$ cat src/rtl/fc_argmax.sv
// Argmax over the fc2 logit vector: snapshot on start, one signed compare per cycle, result held on valid/ready.
// Optional runner-up tracking and margin output enabled by defining FC_ARGMAX_MARGIN_EN.
module fc_argmax #(
  parameter int unsigned NUM_CLASSES = 10,
  parameter int unsigned DATA_W      = 32,
  parameter int unsigned IDX_W       = (NUM_CLASSES > 2) ? $clog2(NUM_CLASSES) : 1
) (
  input  logic                                 clk,
  input  logic                                 reset_n,
  input  logic                                 start,
  input  logic [NUM_CLASSES-1:0][DATA_W-1:0]   logits,
  output logic                                 busy,
  output logic                                 done,
  output logic                                 result_valid,
  input  logic                                 result_ready,
  output logic [IDX_W-1:0]                     class_idx,
  output logic [DATA_W-1:0]                    max_logit
`ifdef FC_ARGMAX_MARGIN_EN
  ,
  output logic [DATA_W:0]                      margin
`endif
);

  localparam int unsigned LAST = NUM_CLASSES - 1;

  typedef enum logic [1:0] {
    S_IDLE = 2'd0,
    S_SCAN = 2'd1,
    S_HOLD = 2'd2
  } state_e;

  state_e                    state_q, state_d;
  logic signed [DATA_W-1:0]  snap_q [NUM_CLASSES];
  logic signed [DATA_W-1:0]  snap_d [NUM_CLASSES];
  logic signed [DATA_W-1:0]  best_q, best_d;
  logic [IDX_W-1:0]          best_idx_q, best_idx_d;
  logic [IDX_W-1:0]          ptr_q, ptr_d;
  logic                      busy_q, busy_d;
  logic                      done_q, done_d;
  logic                      valid_q, valid_d;
  logic [IDX_W-1:0]          class_idx_q, class_idx_d;
  logic [DATA_W-1:0]         max_logit_q, max_logit_d;

  logic signed [DATA_W-1:0]  cur_c;
  logic                      take_c;
  logic signed [DATA_W-1:0]  cand_best_c;
  logic [IDX_W-1:0]          cand_idx_c;

  // Current element vs running best; strict compare keeps the lower index on ties
  assign cur_c       = snap_q[ptr_q];
  assign take_c      = cur_c > best_q;
  assign cand_best_c = take_c ? cur_c : best_q;
  assign cand_idx_c  = take_c ? ptr_q : best_idx_q;

`ifdef FC_ARGMAX_MARGIN_EN
  logic signed [DATA_W-1:0]  second_q, second_d;
  logic [DATA_W:0]           margin_q, margin_d;
  logic signed [DATA_W-1:0]  cand_second_c;
  logic [DATA_W:0]           margin_c;

  // Displaced best becomes runner-up; otherwise runner-up only grows (equal values count)
  assign cand_second_c = take_c ? best_q : ((cur_c > second_q) ? cur_c : second_q);
  assign margin_c      = {cand_best_c[DATA_W-1], cand_best_c}
                       - {cand_second_c[DATA_W-1], cand_second_c};
  assign margin        = margin_q;
`endif

  assign busy         = busy_q;
  assign done         = done_q;
  assign result_valid = valid_q;
  assign class_idx    = class_idx_q;
  assign max_logit    = max_logit_q;

  // Next-state and register update logic
  always_comb begin
    state_d     = state_q;
    snap_d      = snap_q;
    best_d      = best_q;
    best_idx_d  = best_idx_q;
    ptr_d       = ptr_q;
    busy_d      = busy_q;
    done_d      = 1'b0;
    valid_d     = valid_q;
    class_idx_d = class_idx_q;
    max_logit_d = max_logit_q;
`ifdef FC_ARGMAX_MARGIN_EN
    second_d    = second_q;
    margin_d    = margin_q;
`endif
    case (state_q)
      S_IDLE: begin
        if (start) begin
          for (int i = 0; i < int'(NUM_CLASSES); i++) begin
            snap_d[i] = logits[i];
          end
          best_d     = logits[0];
          best_idx_d = '0;
          ptr_d      = IDX_W'(1);
          busy_d     = 1'b1;
`ifdef FC_ARGMAX_MARGIN_EN
          second_d   = {1'b1, {(DATA_W-1){1'b0}}};
`endif
          state_d    = S_SCAN;
        end
      end
      S_SCAN: begin
        best_d     = cand_best_c;
        best_idx_d = cand_idx_c;
        ptr_d      = ptr_q + IDX_W'(1);
`ifdef FC_ARGMAX_MARGIN_EN
        second_d   = cand_second_c;
`endif
        if (ptr_q == IDX_W'(LAST)) begin
          class_idx_d = cand_idx_c;
          max_logit_d = cand_best_c;
`ifdef FC_ARGMAX_MARGIN_EN
          margin_d    = margin_c;
`endif
          valid_d     = 1'b1;
          done_d      = 1'b1;
          state_d     = S_HOLD;
        end
      end
      S_HOLD: begin
        if (result_ready) begin
          valid_d = 1'b0;
          busy_d  = 1'b0;
          state_d = S_IDLE;
        end
      end
      default: begin
        state_d = S_IDLE;
      end
    endcase
  end

  always_ff @(posedge clk or negedge reset_n) begin
    if (!reset_n) begin
      state_q     <= S_IDLE;
      for (int i = 0; i < int'(NUM_CLASSES); i++) begin
        snap_q[i] <= '0;
      end
      best_q      <= '0;
      best_idx_q  <= '0;
      ptr_q       <= '0;
      busy_q      <= 1'b0;
      done_q      <= 1'b0;
      valid_q     <= 1'b0;
      class_idx_q <= '0;
      max_logit_q <= '0;
`ifdef FC_ARGMAX_MARGIN_EN
      second_q    <= '0;
      margin_q    <= '0;
`endif
    end else begin
      state_q     <= state_d;
      snap_q      <= snap_d;
      best_q      <= best_d;
      best_idx_q  <= best_idx_d;
      ptr_q       <= ptr_d;
      busy_q      <= busy_d;
      done_q      <= done_d;
      valid_q     <= valid_d;
      class_idx_q <= class_idx_d;
      max_logit_q <= max_logit_d;
`ifdef FC_ARGMAX_MARGIN_EN
      second_q    <= second_d;
      margin_q    <= margin_d;
`endif
    end
  end

endmodule

$ cat config.mk
export PLATFORM = sky130hd
export DESIGN_NAME = fc_argmax
export DESIGN_NICKNAME = d
export VERILOG_FILES = /design/src/rtl/fc_argmax.sv
export SDC_FILE = /design/constraint.sdc
export NUM_CORES = 1
export LEC_CHECK = 0
export CELL_PAD_IN_SITES_DETAIL_PLACEMENT = 0
export CELL_PAD_IN_SITES_GLOBAL_PLACEMENT = 1
export CORE_MARGIN = 4
export CORE_UTILIZATION = 40
export CTS_CLUSTER_SIZE = 40
export DETAILED_ROUTE_END_ITERATION = 10
export PLACE_DENSITY = 0.85
export SYNTH_ARGS = -nofsm -noshare
export SYNTH_HDL_FRONTEND = slang
export SYNTH_SLANG_ARGS = --single-unit
$ cat constraint.sdc
create_clock -name clk -period 5.4 [get_ports clk]
set_clock_uncertainty 0.1 [all_clocks]
set_input_delay 0.81 -clock clk [delete_from_list [all_inputs] [get_ports clk]]
set_output_delay 0.81 -clock clk [all_outputs]
set_load 0.02 [all_outputs]
==> flow_summary.yaml, run 1 <==
status:
  run_status: "finished clean"
worst_setup_path:
  crit_arrival_ps: 5430
  reg_to_reg_setup_timing_slack_ps: 320
  worst_r2r_path_depth: 12
  critical_path_peak_fanout: 71
  startpoint_type: "register"
  rr_endpoint: "best_q[2]$_DFFE_PN0P_"
  timing.setup.critical_path_class: "reg -> reg"
  timing.critical_path.required_ps: 5750
  rr_startpoint: "ptr_q[0]$_DFFE_PN0P_"
  worstSetupEndpointType: "register"
global_routing:
  grt_first_pass_wirelength_um: 95500
  globalRoute.totalOverflow: 0
  first_global_vias: 16300
  groute.usage.overall_pct: 24.0
  grt_antenna_before_repair: 10
  maximum_number_of_pins_on_one_net_before_global_route_repair: 122
yosys:
  synth_warnings: 0
  synth_top_cell_area_share_pct: 52.5
  muxShareOfSynthArea_pct: 9.22
  yosys_most_used_dff: "sky130_fd_sc_hd__dfrtp_1"
  synthArstFlopShare_pct: 100
  synth_seq_cells: 401
  post-synth-top-area-cell: "sky130_fd_sc_hd__dfrtp_1"
  cell_area_after_synthesis_um2: 19100
  synth.most_common_cell: "sky130_fd_sc_hd__nand2_1"
  simple_gate_portion_of_the_synthesized_area_pct: 25.6
  synth_fp_nets: 2514
  synth_top_family_by_area: "simple AND/OR/NAND/NOR gates"
  postSynthAreaPerCell_um2: 8.86
  synth_compound_area_share_pct: 6.60
  yosys.area_share.xor_xnor_pct: 0
  netlist_top_cells_count: "1,075 x sky130_fd_sc_hd__nand2_1, 401 x sky130_fd_sc_hd__dfrtp_1, 111 x sky130_fd_sc_hd__o21ai_0, 99 x sky130_fd_sc_hd__clkbuf_1, 78 x sky130_fd_sc_hd__nor2_1"
  synth.area.top_cells: "sky130_fd_sc_hd__dfrtp_1 53%, sky130_fd_sc_hd__nand2_1 21%, sky130_fd_sc_hd__mux4_2 7.5%"
  netlist_instances: 2156
  seq_area_frac_synth_pct: 52.5
  synth_fa_ha_area_share_pct: 2.23
  synth_enable_flop_cells: 0
  count_of_different_cell_masters_after_synthesis: 44
placement:
  portBuffers: 362
  post-dp-hpwl_um: 44400
  routabilityCongestion: 0.861
  detailedPlace.worstSlack_ps: 74.8
  place_inst: 3022
cts:
  cts.htree.levels: 2
  cts.sink_count: 401
  clock_tree.root_cell: "sky130_fd_sc_hd__clkbuf_16"
  ctsLongestPathBuffers: 3
  total_cts_buffers: 44
  clk_transition_reported_paths_ps: 60
  clk-insertion-delay-late_ps: 570
  clock_tree_from_tritoncts: "built"
finish:
  syn2layout_area_growth_pct: 29.9
  nFillCells: 4306
  share_of_post_route_cells_with_drive_strength_above_1_pct: 7.65
  post_layout_nonfiller_instances: 3106
  area.sequential_um2: 10000
  finalCoreUtilization_pct: 52.9
  multi_input_combinational_cell_area_um2: 8350
  final_nets: 2820
power_and_ir_drop:
  sequentialPowerShare_pct: 34.0
  power.leakage_nw: 12.3
  cellInternalPower_w: 0.00945
  power_density_nw_per_um2: 655
  netSwitchingFraction_pct: 41.8
  pwr-share-clk_pct: 19.0
  p_sw_w: 0.00679
  max-vdd-ir-drop_mv: 0.930
  share_of_total_power_in_combinational_logic_pct: 47.0
detailed_routing:
  dr_total_vias: 16200
  drtIter0Drc: 1336
  post_drt_wl_per_cell_um: 20.1
  drt.antenna.violating_nets: 0
  routed_via_density: 5.21
  post-route-drc-count: 0
  routed_wl_um: 62600
  detailedRoute.firstPassIterationCount: 5
floorplan:
  initial_utilization_pct: 40.8
  dieHeight_um: 227
  fp-row-count: 79
  die_area_um2: 51300
  pin_count: 363
  floorplan.die.width_um: 227
  placeableCoreArea_um2: 46900
timing:
  drv_slew: 0
  unrepaired_setup_endpoints_after_global_routing: "false"
  finalWorstSetupSlack_ps: 322
  final-setup-viol-count: 0
  maxSlewHeadroom_pct: 14.7
  fin_crit_ps: 5080
  max_frequency_ghz: 0.197
  fin_setup_tns_ps: 0
  report.final.hold_viol_count: 0
  worstMarginPinSlew_ps: 1280
  final_min_period_over_clock_period_pct: 94.0
worst_hold_path:
  min_path_type: "in -> async"
run:
  drv.max_cap_violation_count: 0
[power groups by stage]
stage	sequential, W	clock, W	combinational [W]
after floorplan	0.00524	0	0.00531
after global placement	0.00552	0	0.00735
after detailed placement	0.00556	0	0.00754
after CTS	0.00553	0.00314	0.00759
after global routing	0.00568	0.00326	0.00843
final	0.00552	0.00308	0.00764
[layer usage]
metal | part of all wire [%] | vias to the layer above | track usage [%]
li1 | - | 7594 | -
met5 | 0.11 | - | 0
met4 | 2.6 | 10 | 6.95
met3 | 7.4 | 97 | 5.27
met1 | 45 | 7916 | 35.4
met2 | 44 | 561 | 36.1
[worst max-delay path, cell delays in order (launching register included)]
cell	delay (ps)
sky130_fd_sc_hd__dfrtp_4	720
sky130_fd_sc_hd__buf_4	330
sky130_fd_sc_hd__mux4_2	520
sky130_fd_sc_hd__a21oi_1	150
sky130_fd_sc_hd__o21ai_0	220
sky130_fd_sc_hd__ha_1	440
sky130_fd_sc_hd__nand4_1	260
sky130_fd_sc_hd__nor4_1	520
sky130_fd_sc_hd__o311a_1	340
sky130_fd_sc_hd__o31a_4	640
sky130_fd_sc_hd__a21oi_4	110
sky130_fd_sc_hd__buf_4	250
sky130_fd_sc_hd__a211o_1	320
[cell usage in the layout, fill, tap and decap left out, types with 3 or more instances in the layout]
master	n
sky130_fd_sc_hd__inv_1	35
sky130_fd_sc_hd__mux2i_1	32
sky130_fd_sc_hd__dfrtp_1	398
sky130_fd_sc_hd__nand4_1	6
sky130_fd_sc_hd__buf_4	23
sky130_fd_sc_hd__a211o_1	32
sky130_fd_sc_hd__nand2_1	1075
sky130_fd_sc_hd__o21ai_0	111
sky130_fd_sc_hd__clkbuf_1	5
sky130_fd_sc_hd__mux4_2	64
sky130_fd_sc_hd__nand3_1	41
sky130_fd_sc_hd__buf_12	11
sky130_fd_sc_hd__a21oi_1	48
sky130_fd_sc_hd__clkdlybuf4s50_1	361
sky130_fd_sc_hd__clkbuf_16	45
sky130_fd_sc_hd__nor2_1	78
sky130_fd_sc_hd__clkbuf_8	14
sky130_fd_sc_hd__diode_2	3
sky130_fd_sc_hd__and3_1	31
sky130_fd_sc_hd__clkinv_2	8
sky130_fd_sc_hd__ha_1	34
[cells by family (layout without fill, tap and decap cells)]
group / after synthesis / after routing
other cells: 0 / 3
compound gates: 206 / 206
simple gates: 1246 / 1246
buf+inv: 173 / 513
flops: 401 / 401
fa+ha+maj: 34 / 34
mux: 96 / 96
[flip-flops by register name, summed over array words and instances (netlist names)]
| name | count |
|---|---|
| snap_q | 320 |
| best_q | 32 |
| max_logit | 32 |
| best_idx_q | 4 |
| class_idx | 4 |
| ptr_q | 4 |
| state_q | 2 |
| busy | 1 |
| done | 1 |
| result_valid | 1 |
[worst max path at each step]
stage | from | endpoint | cells after the start
floorplan | ptr_q[0]$_DFFE_PN0P_ | best_q[23]$_DFFE_PN0P_ | 14
global placement | ptr_q[0]$_DFFE_PN0P_ | best_q[8]$_DFFE_PN0P_ | 12
detailed placement | ptr_q[0]$_DFFE_PN0P_ | best_q[11]$_DFFE_PN0P_ | 12
CTS | ptr_q[0]$_DFFE_PN0P_ | best_q[16]$_DFFE_PN0P_ | 12
global route | ptr_q[0]$_DFFE_PN0P_ | best_q[11]$_DFFE_PN0P_ | 12
finish | ptr_q[0]$_DFFE_PN0P_ | best_q[2]$_DFFE_PN0P_ | 12
[area by class of cell]
class | instances | share of cell area [%]
Clock buffer | 64 | 5.39
Clock inverter | 16 | 0.605
Tap cell | 607 | 3.06
Timing Repair Buffer | 396 | 16.2
Inverter | 37 | 0.560
Multi-Input combinational cell | 1582 | 33.7
Antenna cell | 3 | 0.0303
Sequential cell | 401 | 40.5
[per-stage QoR]
step / power, W / hold slack (ps) / area (um^2)
3_3_place_gp: 0.0129 / 353 / 23300
6_report: 0.0162 / 128 / 24800
2_1_floorplan: 0.0105 / 340 / 19100
4_1_cts: 0.0163 / 164 / 24800
5_1_grt: 0.0174 / 183 / 24800
3_5_place_dp: 0.0131 / 359 / 23300
[timing repair]
| item | 4_1_cts | 5_1_grt |
|---|---|---|
| buffers inserted | 0 | 1 |
| gates resized for setup | 0 | 0 |
| hold buffers | 0 | 0 |
| setup endpoints to repair | 0 | 32 |
No activity file was read; power rests on OpenSTA's default activity.
==> run 2: changes to the inputs <==
Settings changed: CORE_UTILIZATION 40 to 41, CTS_BUF_LIST set to sky130_fd_sc_hd__clkbuf_4, PLACE_DENSITY 0.85 to 0.87.
==> run 2 against run 1 <==
Effect of this change:
- register-to-register slack worse by 80 ps
- fmax fell by 1.6%
- sequential cell count is the same
- cell count rose by 3.4%
- final area shrank 0.37%
- first-iteration DRC count grew 5.2%
- worst setup slack got worse by 83 ps
- sequential share of layout area is 0.15 points higher
- die area is 2.4% lower
- critical path depth increased by 2
- global-route usage rose by 0.97 points
- count of clock-buffer cells in the layout increased by 85
- critical path type unchanged
- largest power group unchanged
==> flow_summary.yaml, run 2 (same netlist as run 1, synthesis figures left out) <==
global_routing:
  maximum_number_of_pins_on_one_net_before_global_route_repair: 218
  first_global_vias: 17300
  grt_antenna_before_repair: 6
  globalRoute.totalOverflow: 0
  groute.usage.overall_pct: 25.0
  grt_first_pass_wirelength_um: 97800
floorplan:
  initial_utilization_pct: 41.8
  floorplan.die.width_um: 224
  fp-row-count: 78
  dieHeight_um: 224
  pin_count: 363
  die_area_um2: 50100
  placeableCoreArea_um2: 45700
detailed_routing:
  post_drt_wl_per_cell_um: 19.8
  dr_total_vias: 16700
  detailedRoute.firstPassIterationCount: 6
  post-route-drc-count: 0
  routed_via_density: 5.21
  routed_wl_um: 63500
  drtIter0Drc: 1405
  drt.antenna.violating_nets: 0
finish:
  share_of_post_route_cells_with_drive_strength_above_1_pct: 10.6
  post_layout_nonfiller_instances: 3212
  top_register: "snap_q"
  syn2layout_area_growth_pct: 29.4
  final_nets: 2884
  mostFrequentLayoutCell: "sky130_fd_sc_hd__nand2_1"
  fin_area_um2: 24700
  final_cell_mix: "1,075 x sky130_fd_sc_hd__nand2_1, 398 x sky130_fd_sc_hd__dfrtp_1, 361 x sky130_fd_sc_hd__clkdlybuf4s50_1, 149 x sky130_fd_sc_hd__clkbuf_4, 111 x sky130_fd_sc_hd__o21ai_0"
  largest_register_ffs: 320
cts:
  clock_tree_from_tritoncts: "built"
  cts.htree.levels: 3
  ctsResizeCount: 0
  ctsLongestPathBuffers: 3
  cts.sink_count: 401
  clk_transition_reported_paths_ps: 70
  clk-insertion-delay-late_ps: 820
  clock_tree.root_cell: "sky130_fd_sc_hd__clkbuf_4"
  total_cts_buffers: 107
worst_setup_path:
  timing.setup.critical_path_class: "reg -> reg"
  slowest_delay_ps: 850
  startpoint_type: "register"
  rr_startpoint: "ptr_q[0]$_DFFE_PN0P_"
  critPathLaunch: "ptr_q[0]$_DFFE_PN0P_"
  rr_endpoint: "best_q[15]$_DFFE_PN0P_"
  critical_path.top_delay_family: "compound AO/OA/AOI/OAI gates"
  crit_slowest_cell: "sky130_fd_sc_hd__a21oi_4"
  critical_path_peak_fanout: 32
  total_buffers_and_inverters_traversed_by_the_critical_path: 2
  critical_path.cell_chain: "buf_12 > buf_4 > mux2i_1 > nor2_1 > a21oi_1 > o21ai_0 > ha_1 > a21oi_1 > nor2_1 > a211oi_1 > o2111ai_1 > o31a_4 > a21oi_4 > a211o_1"
  worst_r2r_path_depth: 14
  worstSetupEndpointType: "register"
  reg_to_reg_setup_timing_slack_ps: 240
  timing.critical_path.required_ps: 6020
  crit_arrival_ps: 5780
power_and_ir_drop:
  pwr-share-clk_pct: 17.4
  netSwitchingFraction_pct: 42.9
  share_of_total_power_in_combinational_logic_pct: 47.8
  max-vdd-ir-drop_mv: 0.477
  power.leakage_nw: 12.4
  sequentialPowerShare_pct: 34.8
  cellInternalPower_w: 0.00910
  power_density_nw_per_um2: 645
  p_sw_w: 0.00683
worst_hold_path:
  min_path_type: "reg -> reg"
  worstHoldStart: "snap_q[86]$_DFFE_PN0P_"
  min_delay_path_depth: 2
  worstHoldEndpoint: "snap_q[86]$_DFFE_PN0P_"
placement:
  place_area_um2: 23300
  place_inst: 3016
  routabilityCongestion: 0.920
  portBuffers: 362
  post-dp-hpwl_um: 45800
timing:
  maxSlewHeadroom_pct: 24.1
  max_frequency_ghz: 0.194
  fin_setup_tns_ps: 0
  report.final.hold_viol_count: 0
  final_min_period_over_clock_period_pct: 95.6
  worstMarginPinSlew_ps: 1130
  final-setup-viol-count: 0
  fin_crit_ps: 5160
  unrepaired_setup_endpoints_after_global_routing: "false"
  drv_slew: 0
run:
  drv.max_cap_violation_count: 0
status:
  run_status: "finished clean"
run 2: cell count changes in the layout (fill, tap and decap cells not counted), moves of 2 or more:
cell and delta:
sky130_fd_sc_hd__clkbuf_4 +149, sky130_fd_sc_hd__clkbuf_16 -45, sky130_fd_sc_hd__clkinv_1 +32, sky130_fd_sc_hd__clkbuf_8 -14
sky130_fd_sc_hd__clkbuf_1 -5, sky130_fd_sc_hd__clkinv_2 -3, sky130_fd_sc_hd__bufinv_16 +2, sky130_fd_sc_hd__diode_2 -2
sky130_fd_sc_hd__inv_6 -2
run 2: power by group through the flow:
| stage | clock [W] | combinational [W] | sequential, W |
|---|---|---|---|
| 2_1_floorplan | 0 | 0.00531 | 0.00524 |
| 3_3_place_gp | 0 | 0.00736 | 0.00553 |
| 3_5_place_dp | 0 | 0.00756 | 0.00557 |
| 4_1_cts | 0.00284 | 0.00758 | 0.00552 |
| 5_1_grt | 0.00301 | 0.00839 | 0.00570 |
| 6_report | 0.00277 | 0.00762 | 0.00554 |
run 2: worst max-delay path by stage:
stage                              to  cells after the start
2_1_floorplan  best_q[23]$_DFFE_PN0P_                     14
3_3_place_gp    best_q[9]$_DFFE_PN0P_                     12
3_5_place_dp   best_q[11]$_DFFE_PN0P_                     14
4_1_cts        best_q[15]$_DFFE_PN0P_                     14
5_1_grt        best_q[17]$_DFFE_PN0P_                     14
6_report       best_q[15]$_DFFE_PN0P_                     14
run 2: per-stage QoR:
step	setup slack [ps]	utilization [%]	hold slack [ps]	total power (W)
final	239	54.1	370	0.0159
after global routing	103	54.1	339	0.0171
after CTS	379	54.1	335	0.0159
after detailed placement	422	51.0	359	0.0131
after global placement	523	51.0	353	0.0129
after floorplan	1620	-	340	0.0105
run 2: routing by layer:
layer | routed length [um] | track usage [%] | part of all wire (%) | up-vias
li1 | - | - | - | 7823
met4 | 1410 | 6.92 | 2.2 | 10
met3 | 5520 | 7.40 | 8.7 | 103
met1 | 28800 | 36.4 | 45 | 8061
met5 | 54 | 0 | 0.085 | -
met2 | 27700 | 36.8 | 44 | 745
run 2: what timing repair did:
item	CTS	global route
hold endpoints to repair	112	0
setup buffers	0	0
hold buffers	1	0
run 2: cell type report:
cell class / count / area (um^2)
fillers: 4221 / 21000
clock buffers: 149 / 1120
repair buffers: 397 / 4020
diodes: 1 / 2.50
flip-flops and latches: 401 / 10000
inverters: 37 / 139
multi-input cells: 1582 / 8350
clock inverters: 45 / 294
well taps: 600 / 751
run 2: worst reg2reg max path, delay by kind of cell (launching register included):
| kind | cells | cell delay (ps) |
|---|---|---|
| AO/OA/AOI/OAI | 8 | 3010 |
| adder cells (fa/ha/maj) | 1 | 370 |
| buffers and inverters | 2 | 510 |
| flip-flops | 1 | 820 |
| multiplexers | 1 | 100 |
| AND/OR/NAND/NOR | 2 | 160 |
